**config.mk**
```make
export PLATFORM = sky130hd
export DESIGN_NAME = dispatch_batch_scheduler
export DESIGN_NICKNAME = d
export VERILOG_FILES = /design/src/rtl/dispatch_batch_scheduler.sv
export SDC_FILE = /design/constraint.sdc
export NUM_CORES = 1
export LEC_CHECK = 0
export ABC_CLOCK_PERIOD_IN_PS = 1970
export BUFFER_PORTS_ARGS = -buffer_cell sky130_fd_sc_hd__buf_2
export CAP_MARGIN = 5
export CORE_UTILIZATION = 50
export CTS_BUF_LIST = sky130_fd_sc_hd__clkbuf_16
export DETAILED_ROUTE_END_ITERATION = 8
export PLACE_DENSITY = 0.71
export SKIP_CTS_REPAIR_TIMING = 1
export SLEW_MARGIN = 5
export SYNTH_ARGS = -nofsm -noshare
export SYNTH_HDL_FRONTEND = slang
export SYNTH_SLANG_ARGS = --single-unit
```
**constraint.sdc**
```tcl
create_clock -name clk -period 1.97 [get_ports clk]
set_input_delay 0.0985 -clock clk [delete_from_list [all_inputs] [get_ports clk]]
set_output_delay 0.0985 -clock clk [all_outputs]
set_load 0.02 [all_outputs]
```
**src/rtl/dispatch_batch_scheduler.sv**
```systemverilog
// dispatch_batch_scheduler
//   Picks which issue batch (BLOCK_SIZE consecutive issue slots) owns the
//   dispatch datapath and holds it until the dispatch blocks report done,
//   or until the batch loses all its valid slots (abort). Lowest index wins,
//   except that a batch which has lost STARVE_LIMIT decisions is force-granted.
//
//   Optional feature: define DISPATCH_SCHED_PERF_EN to add perf_grants and
//   perf_hold_cycles.
//
// Ports
//   clk              clock
//   reset            synchronous, active-high
//   dispatch_valid   [ISSUE_WIDTH] per-slot valid; a batch requests if any slot is set
//   batch_done       current batch has released all packets on all blocks
//   batch_valid      a batch is selected (BUSY)
//   batch_idx        [BATCH_W] selected batch
//   batch_onehot     [BATCH_COUNT] one-hot of batch_idx, zero when !batch_valid
//   perf_grants      [32] decisions that produced a winner (perf build only)
//   perf_hold_cycles [32] BUSY cycles with batch_done low (perf build only)

// Per-batch age tracker. The age counts lost decisions and saturates at
// STARVE_LIMIT; 'starved' flags a candidate that must be force-granted.
module dispatch_batch_age_cell #(
  parameter int AGE_W        = 2,
  parameter int STARVE_LIMIT = 8
) (
  input  logic clk,
  input  logic reset,
  input  logic upd,     // decision with a winner this cycle
  input  logic win,     // this batch is the winner
  input  logic req,     // this batch is requesting
  input  logic excl,    // this batch is the current owner at a BUSY decision
  input  logic cand,    // this batch is a candidate
  output logic starved
);
  localparam logic [AGE_W-1:0] LIMIT = AGE_W'(STARVE_LIMIT);

  logic [AGE_W-1:0] age;

  always_ff @(posedge clk) begin
    if (reset) begin
      age <= '0;
    end else if (upd) begin
      if (win)
        age <= '0;
      else if (req && !excl && age != LIMIT)
        age <= age + 1'b1;
    end
  end

  assign starved = cand && (age == LIMIT);
endmodule

module dispatch_batch_scheduler #(
  parameter  int ISSUE_WIDTH  = 4,
  parameter  int BLOCK_SIZE   = 1,
  parameter  int STARVE_LIMIT = 8,
  localparam int BATCH_COUNT  = ISSUE_WIDTH / BLOCK_SIZE,
  localparam int BATCH_W      = (BATCH_COUNT > 1) ? $clog2(BATCH_COUNT) : 1,
  localparam int AGE_W        = (STARVE_LIMIT > 0) ? (($clog2(STARVE_LIMIT + 1) > 1) ? $clog2(STARVE_LIMIT + 1) : 1) : 1
) (
  input  logic                   clk,
  input  logic                   reset,
  input  logic [ISSUE_WIDTH-1:0] dispatch_valid,
  input  logic                   batch_done,
  output logic                   batch_valid,
  output logic [BATCH_W-1:0]     batch_idx,
  output logic [BATCH_COUNT-1:0] batch_onehot
`ifdef DISPATCH_SCHED_PERF_EN
  ,
  output logic [31:0]            perf_grants,
  output logic [31:0]            perf_hold_cycles
`endif
);

  if (ISSUE_WIDTH % BLOCK_SIZE != 0) begin : g_bad_cfg
    $error("BLOCK_SIZE must divide ISSUE_WIDTH");
  end

  typedef enum logic {IDLE, BUSY} state_t;

  state_t                 state;
  logic [BATCH_COUNT-1:0] req;
  logic [BATCH_COUNT-1:0] cand;
  logic [BATCH_COUNT-1:0] starved;
  logic [BATCH_COUNT-1:0] pool;
  logic [BATCH_COUNT-1:0] win_oh;
  logic [BATCH_W-1:0]     win_idx;
  logic                   busy;
  logic                   cur_req;
  logic                   decide;
  logic                   grant;

  for (genvar b = 0; b < BATCH_COUNT; b++) begin : g_req
    assign req[b] = |dispatch_valid[b*BLOCK_SIZE +: BLOCK_SIZE];
  end

  // batch_onehot is gated by batch_valid, so inside BUSY it is exactly the
  // current batch mask; this avoids indexing req with a possibly
  // out-of-range batch_idx when BATCH_COUNT is not a power of two.
  always_comb begin
    busy    = (state == BUSY);
    cur_req = |(req & batch_onehot);
    decide  = busy ? (batch_done || !cur_req) : (|req);
    cand    = busy ? (req & ~batch_onehot) : req;
    // Current batch alone still requesting: it is re-granted.
    if (busy && cand == '0 && cur_req)
      cand = batch_onehot;
    grant   = decide && (|cand);
  end

  // Kept apart from the candidate block: starved depends on cand.
  always_comb begin
    pool    = (|starved) ? starved : cand;
    win_idx = '0;
    win_oh  = '0;
    for (int b = BATCH_COUNT - 1; b >= 0; b--) begin
      if (pool[b]) begin
        win_idx   = BATCH_W'(b);
        win_oh    = '0;
        win_oh[b] = 1'b1;
      end
    end
  end

  if (BATCH_COUNT > 1 && STARVE_LIMIT > 0) begin : g_age
    for (genvar b = 0; b < BATCH_COUNT; b++) begin : g_cell
      dispatch_batch_age_cell #(
        .AGE_W        (AGE_W),
        .STARVE_LIMIT (STARVE_LIMIT)
      ) u_cell (
        .clk     (clk),
        .reset   (reset),
        .upd     (grant),
        .win     (win_oh[b]),
        .req     (req[b]),
        .excl    (busy & batch_onehot[b]),
        .cand    (cand[b]),
        .starved (starved[b])
      );
    end
  end else begin : g_no_age
    assign starved = '0;
  end

  // batch_idx is held when falling back to IDLE; it only moves on a grant.
  always_ff @(posedge clk) begin
    if (reset) begin
      state        <= IDLE;
      batch_valid  <= 1'b0;
      batch_idx    <= '0;
      batch_onehot <= '0;
    end else if (decide) begin
      if (grant) begin
        state        <= BUSY;
        batch_valid  <= 1'b1;
        batch_idx    <= win_idx;
        batch_onehot <= win_oh;
      end else begin
        state        <= IDLE;
        batch_valid  <= 1'b0;
        batch_onehot <= '0;
      end
    end
  end

`ifdef DISPATCH_SCHED_PERF_EN
  always_ff @(posedge clk) begin
    if (reset) begin
      perf_grants      <= '0;
      perf_hold_cycles <= '0;
    end else begin
      if (grant)
        perf_grants <= perf_grants + 32'd1;
      if (busy && !batch_done)
        perf_hold_cycles <= perf_hold_cycles + 32'd1;
    end
  end
`endif

endmodule

```
# ---- Yosys cells after proc, flatten, opt, wreduce, memory -nomap -nowiden
# Index checks and enable logic that the tools add are counted.
dict set report word_totals {
  word_cells 83
  ff_bits 23
  inputBits 7
  output_inout_bits 7
}
dict set report op_classes {
  reduce_logical 35
  eq_ne 8
  n_mux 22
  bitwise 7
  n_addsub 4
}
# operator count
set ops {}
lappend ops {{4-bit 2-to-1 mux} 16}
lappend ops {{4-bit by 1-bit adder with 4-bit output (second input constant)} 4}
lappend ops {{4-bit == test (second input constant)} 4}
lappend ops {{4-bit != test (second input constant)} 4}
lappend ops {{4-bit OR reduction} 4}
lappend ops {{1-bit logical AND} 15}
lappend ops {{2-bit AND reduction} 5}
lappend ops {{4-bit AND} 2}
lappend ops {{2-bit 2-to-1 mux} 4}
lappend ops {{2-bit nonzero test} 4}
lappend ops {{1-bit logical NOT} 5}
lappend ops {{1-bit AND} 4}
lappend ops {{4-bit logical NOT} 1}
lappend ops {{4-bit NOT} 1}
lappend ops {{1-bit 2-to-1 mux} 2}
lappend ops {{1-bit logical OR} 1}

# ---- Logic depth before layout (Yosys ltp)
dict set report depth {
  word_depth 16
  ltp_mapped 10
  ltp_nobuf 9
}

# ---- Hierarchy
# A second synthesis with hierarchy kept.
dict set report unflattened {
  hier_cells 199
  hier_area_um2 1584.0
}
# module seq_area_each_um2 area_per_inst_um2 instances cells_each
set by_module_without_submodules {}
lappend by_module_without_submodules {dispatch_batch_age_cell 80.1 260.2 4 30}
lappend by_module_without_submodules {dispatch_batch_scheduler 140.1 543.0 1 79}

# ---- Least setup slack after synthesis
# No wires, ideal clock.
dict set report synth_timing {
  path_type {flip-flop to flip-flop}
  from {register batch_onehot[0]}
  to {register g_age.g_cell[3].u_cell.age[2]}
  path_buffers 0
  slack_ps -161
  required_time_ps 1848
  period_less_slack_ps 2131
  path_stages_with_launch 8
  setup_time_ps 122
  arrival_time_ps 2009
  path_cell_list {dfxtp_1 nor2b_2 a2111oi_4 nand3b_2 a21oi_2 o221a_4 a211oi_2 a221o_1}
}
dict set report synth_between {
  elab_chain_cells 16
  elab_cells_between_ends 27
  classes_between {mux (9); bitwise (3); reduce/logical (15)}
}
# item line_no
set synth_rtl {}
lappend synth_rtl {{start, declared} 68} ;# output logic [BATCH_COUNT-1:0] batch_onehot
lappend synth_rtl {{start signal, assigned} 158} ;# batch_onehot <= win_oh;
lappend synth_rtl {{4-bit NOT} 105} ;# cand = busy ? (req & ~batch_onehot) : req;
lappend synth_rtl {{4-bit AND} 105}
lappend synth_rtl {{4-bit 2-to-1 mux} 105}
lappend synth_rtl {{4-bit logical NOT} 107} ;# if (busy && cand == '0 && cur_req)
lappend synth_rtl {{1-bit logical AND (2 in a row)} 107}
lappend synth_rtl {{4-bit 2-to-1 mux} 107}
lappend synth_rtl {{1-bit logical AND} 51} ;# assign starved = cand && (age == LIMIT);
lappend synth_rtl {{4-bit OR reduction} 114} ;# pool = (|starved) ? starved : cand;
lappend synth_rtl {{4-bit 2-to-1 mux} 114}
lappend synth_rtl {{4-bit 2-to-1 mux (4 in a row)} 118} ;# if (pool[b]) begin
lappend synth_rtl {{2-bit nonzero test (no line)} n/a}
lappend synth_rtl {{2-bit AND reduction (no line)} n/a}
lappend synth_rtl {{end signal, assigned} 47} ;# age <= age + 1'b1;
lappend synth_rtl {{end, declared} 38} ;# logic [AGE_W-1:0] age;
# Several ways; a longest one is shown, not always the timed one.
# A chain may end at the register's enable or synchronous reset.

# ---- Final worst setup path
dict set report layout_timing {
  from {register g_age.g_cell[0].u_cell.age[1]}
  to {register g_age.g_cell[3].u_cell.age[1]}
}
dict set report layout_between {
  elab_chain_cells 10
  elab_cells_between_ends 11
  classes_between {eq/ne (1); mux (6); reduce/logical (4)}
}
# item line_no
set layout_rtl {}
lappend layout_rtl {{start, declared} 38}
lappend layout_rtl {{start signal, assigned} 47}
lappend layout_rtl {{4-bit == test *} 51}
lappend layout_rtl {{1-bit logical AND *} 51}
lappend layout_rtl {{4-bit OR reduction} 114}
lappend layout_rtl {{4-bit 2-to-1 mux *} 114}
lappend layout_rtl {{4-bit 2-to-1 mux (3 in a row)} 118}
lappend layout_rtl {{4-bit 2-to-1 mux *} 118}
lappend layout_rtl {{2-bit nonzero test (no line)} n/a}
lappend layout_rtl {{2-bit AND reduction (no line)} n/a}
# Every way passes the cells marked *; elsewhere a longest branch is shown, timed or not.

==> out/qor.csv <==
metric;value;unit
min-delay src;dispatch_valid[3];
core area;0.00334;mm^2
TritonCTS clock tree;built;
first-pass GRT wire length;7.64;mm
full die area;0.00375;mm^2
critical-path maximum fanout;5;
Max-slew headroom;67.4;%
crit path DAT;2.48;ns
setup violators final;21;
Worst Tran Pin Value;0.488;ns
starting density of the core;52.6;%
Crit-path slowest cell;a222oi_1;
Pleak;1.03;nW
I/O Buffers;13;
Worst R2R Start;g_age.g_cell[0].u_cell.age[1]$_SDFFE_PP0P_;
Final period util;116;%
fraction of layout cells with a size suffix above 1;49.4;%
crit start category;flop;
Gate Count Post-Synth;198;
WL per Instance;16.0;um
post-route ant nets;0;
Hold Violations, Final;0;
Setup CP Type;flop to flop;
Max Cap Viol;0;
placed cells;300;
Worst Path Required;2.17;ns
initial antenna violation count;0;
vias per inst;5.79;
diode count;0;
worst r2r path cells;9;
Hold WC Path Type;input pin to flop;
Setup WS pre-CTS;-0.282;ns
RePlAce Congestion;0.949;
Post-synth top flop;dfxtp_1;
CP endpoint kind;flop;
fill count;271;
Die W;61.2;um
Final min period;2.28;ns
Sequential Area;474;um^2
I/O Pins;14;
synthesis-to-layout area growth;37.7;%
mapped cell area;0.00175;mm^2
Clock Latency Late Sink;0.26;ns
Reg2Reg Setup Slack;-0.31;ns
Crit path largest cell delay;0.37;ns
GRT Residual Overflow;0;
Power, Total;1.34;mW
Syn Nets;213;
skew final;0.00122;ns
Seq cells post-synth;23;
vias in the first global route;1682;
failing checks;setup timing;
All-Layer GR Usage;27.8;%
Clock Tree Root;clkbuf_16;
ys async rst share;0;%
hpwl dp;3.78;mm
H-tree levels;1;
Final WS setup;-0.306;ns
crit path from;g_age.g_cell[0].u_cell.age[1]$_SDFFE_PP0P_;
max-slew violations;0;
clk sinks;23;
Max VDD drop;418;uV
Hold EP;busy$_SDFFE_PP0P_;
crit path cell chain;inv_2, ha_4, and3b_2, a222oi_1, nand3b_4, a21oi_2, o221a_4, a211oi_4, a22o_2;
synth warn;0;
worst r2r dst;g_age.g_cell[3].u_cell.age[1]$_SDFFE_PP0P_;
CTS clock-pin slew for the worst setup and hold paths;0.07;ns
nets;277;
post-synthesis cell type count;68;
vias;1779;
drt pass-1 iters;4;
Avg Cell Area, Syn;8.86;um^2
Multi-input gate area;0.00127;mm^2
largest net degree at the start of global routing;27;
cts bufs inserted;3;
PwrDens;555;mW/mm^2
RSZ-0062 raised after global routing;true;
Clock Tree Buf Depth;2;
number of flops mapped to enable cells by yosys;0;
number of core rows;21;
die height;61.2;um
non-filler cells, final;307;
sequential share of the synthesized area;26.2;%
worst hold path depth;3;
Post-Route WL;4.93;mm
Initial DRC Count;111;
outcome;complete, but fails checks;
DRC;0;
Peak Freq;439;MHz
-- worst max path at each step --
stage | end | cells after the start
after global placement | g_age.g_cell[3].u_cell.age[0]$_SDFFE_PP0P_ | 9
after detailed placement | g_age.g_cell[3].u_cell.age[0]$_SDFFE_PP0P_ | 9
after floorplan | g_age.g_cell[3].u_cell.age[2]$_SDFFE_PP0P_ | 10
after global routing | g_age.g_cell[3].u_cell.age[2]$_SDFFE_PP0P_ | 9
final | g_age.g_cell[3].u_cell.age[1]$_SDFFE_PP0P_ | 9
after CTS | g_age.g_cell[3].u_cell.age[0]$_SDFFE_PP0P_ | 9
-- sequential cells by signal (all words and copies together), names as in the netlist --
| register | flops |
|---|---|
| batch_idx | 2 |
| batch_onehot | 4 |
| busy | 1 |
| g_age.g_cell.u_cell.age | 16 |
-- power breakdown --
group | switching, mW | internal, mW
Sequential | 0.0194 | 0.491
Clock | 0.189 | 0.274
Combinational | 0.190 | 0.177
Total | 0.398 | 0.942
-- routing by layer --
layer / GRT usage (%) / wire length (um) / vias to the layer above
met5: 0 / 0 / -
li1: - / - / 874
met3: 3.15 / 163 / 11
met1: 35.4 / 2200 / 847
met4: 11.4 / 80 / 0
met2: 47.7 / 2480 / 47
-- cell families after synthesis --
| family | Yosys count | synth area share [%] |
|---|---|---|
| buffers and inverters | 24 | 6.78 |
| XOR/XNOR | 4 | 2.00 |
| adder cells (fa/ha/maj) | 8 | 5.71 |
| AND/OR/NAND/NOR | 70 | 23.4 |
| AO/OA/AOI/OAI | 67 | 34.6 |
| multiplexers | 2 | 1.28 |
| flip-flops | 23 | 26.2 |
-- through the flow --
step	area, um^2	hold slack (ns)	setup TNS [ns]	utilization [%]
2_1_floorplan	1810	0.270	-0.262	-
3_3_place_gp	2260	0.442	-1.13	67.8
3_5_place_dp	2260	0.463	-2.71	67.8
4_1_cts	2340	0.199	-3.23	70.2
5_1_grt	2410	0.245	-4.46	72.4
6_report	2410	0.203	-2.98	72.4
-- cell usage after synthesis, drive strengths merged, types with 3 or more instances --
cell type	number	area (um^2)
nor3	6	51.3
nor2b	4	37.5
o21ai	7	38.8
nand3b	5	41.3
nand2	18	67.6
o22ai	3	25.0
nand2b	3	18.8
o31ai	4	30.0
a21boi	4	48.8
inv	15	56.3
nand3	7	35.0
a31oi	5	37.5
a211oi	3	27.5
a22o	4	37.5
nor4	3	18.8
buf	5	40.0
a22oi	4	40.0
dfxtp	23	460
and3b	5	43.8
nor2	11	41.3
clkbuf	3	11.3
a21oi	9	56.3
ha	8	100
-- final cells by class --
| type | instances | share of cell area [%] |
|---|---|---|
| Clock buffer | 3 | 3.11 |
| Clock inverter | 1 | 0.207 |
| Inverter | 15 | 2.33 |
| Multi-Input combinational cell | 151 | 52.5 |
| Sequential cell | 23 | 19.6 |
| Tap cell | 46 | 2.38 |
| Timing Repair Buffer | 68 | 19.8 |
-- cell usage in the layout (no fill, tap or decap), drive strengths merged, types with 5 or more instances in the layout --
| master | instances |
|---|---|
| a31oi | 5 |
| inv | 15 |
| buf | 68 |
| nor3 | 6 |
| nand2 | 18 |
| and3b | 5 |
| nor2 | 11 |
| a21oi | 9 |
| o21ai | 7 |
| nand3b | 5 |
| dfxtp | 23 |
| nand3 | 7 |
| ha | 8 |
-- critical path, delay by kind of cell, from the launching register on --
family | cells | cell delay, ns
fa+ha+maj | 1 | 0.15
flops | 1 | 0.34
simple gates | 2 | 0.43
compound gates | 5 | 1.24
buf+inv | 1 | 0.05
(Power assumes the default switching activity.)
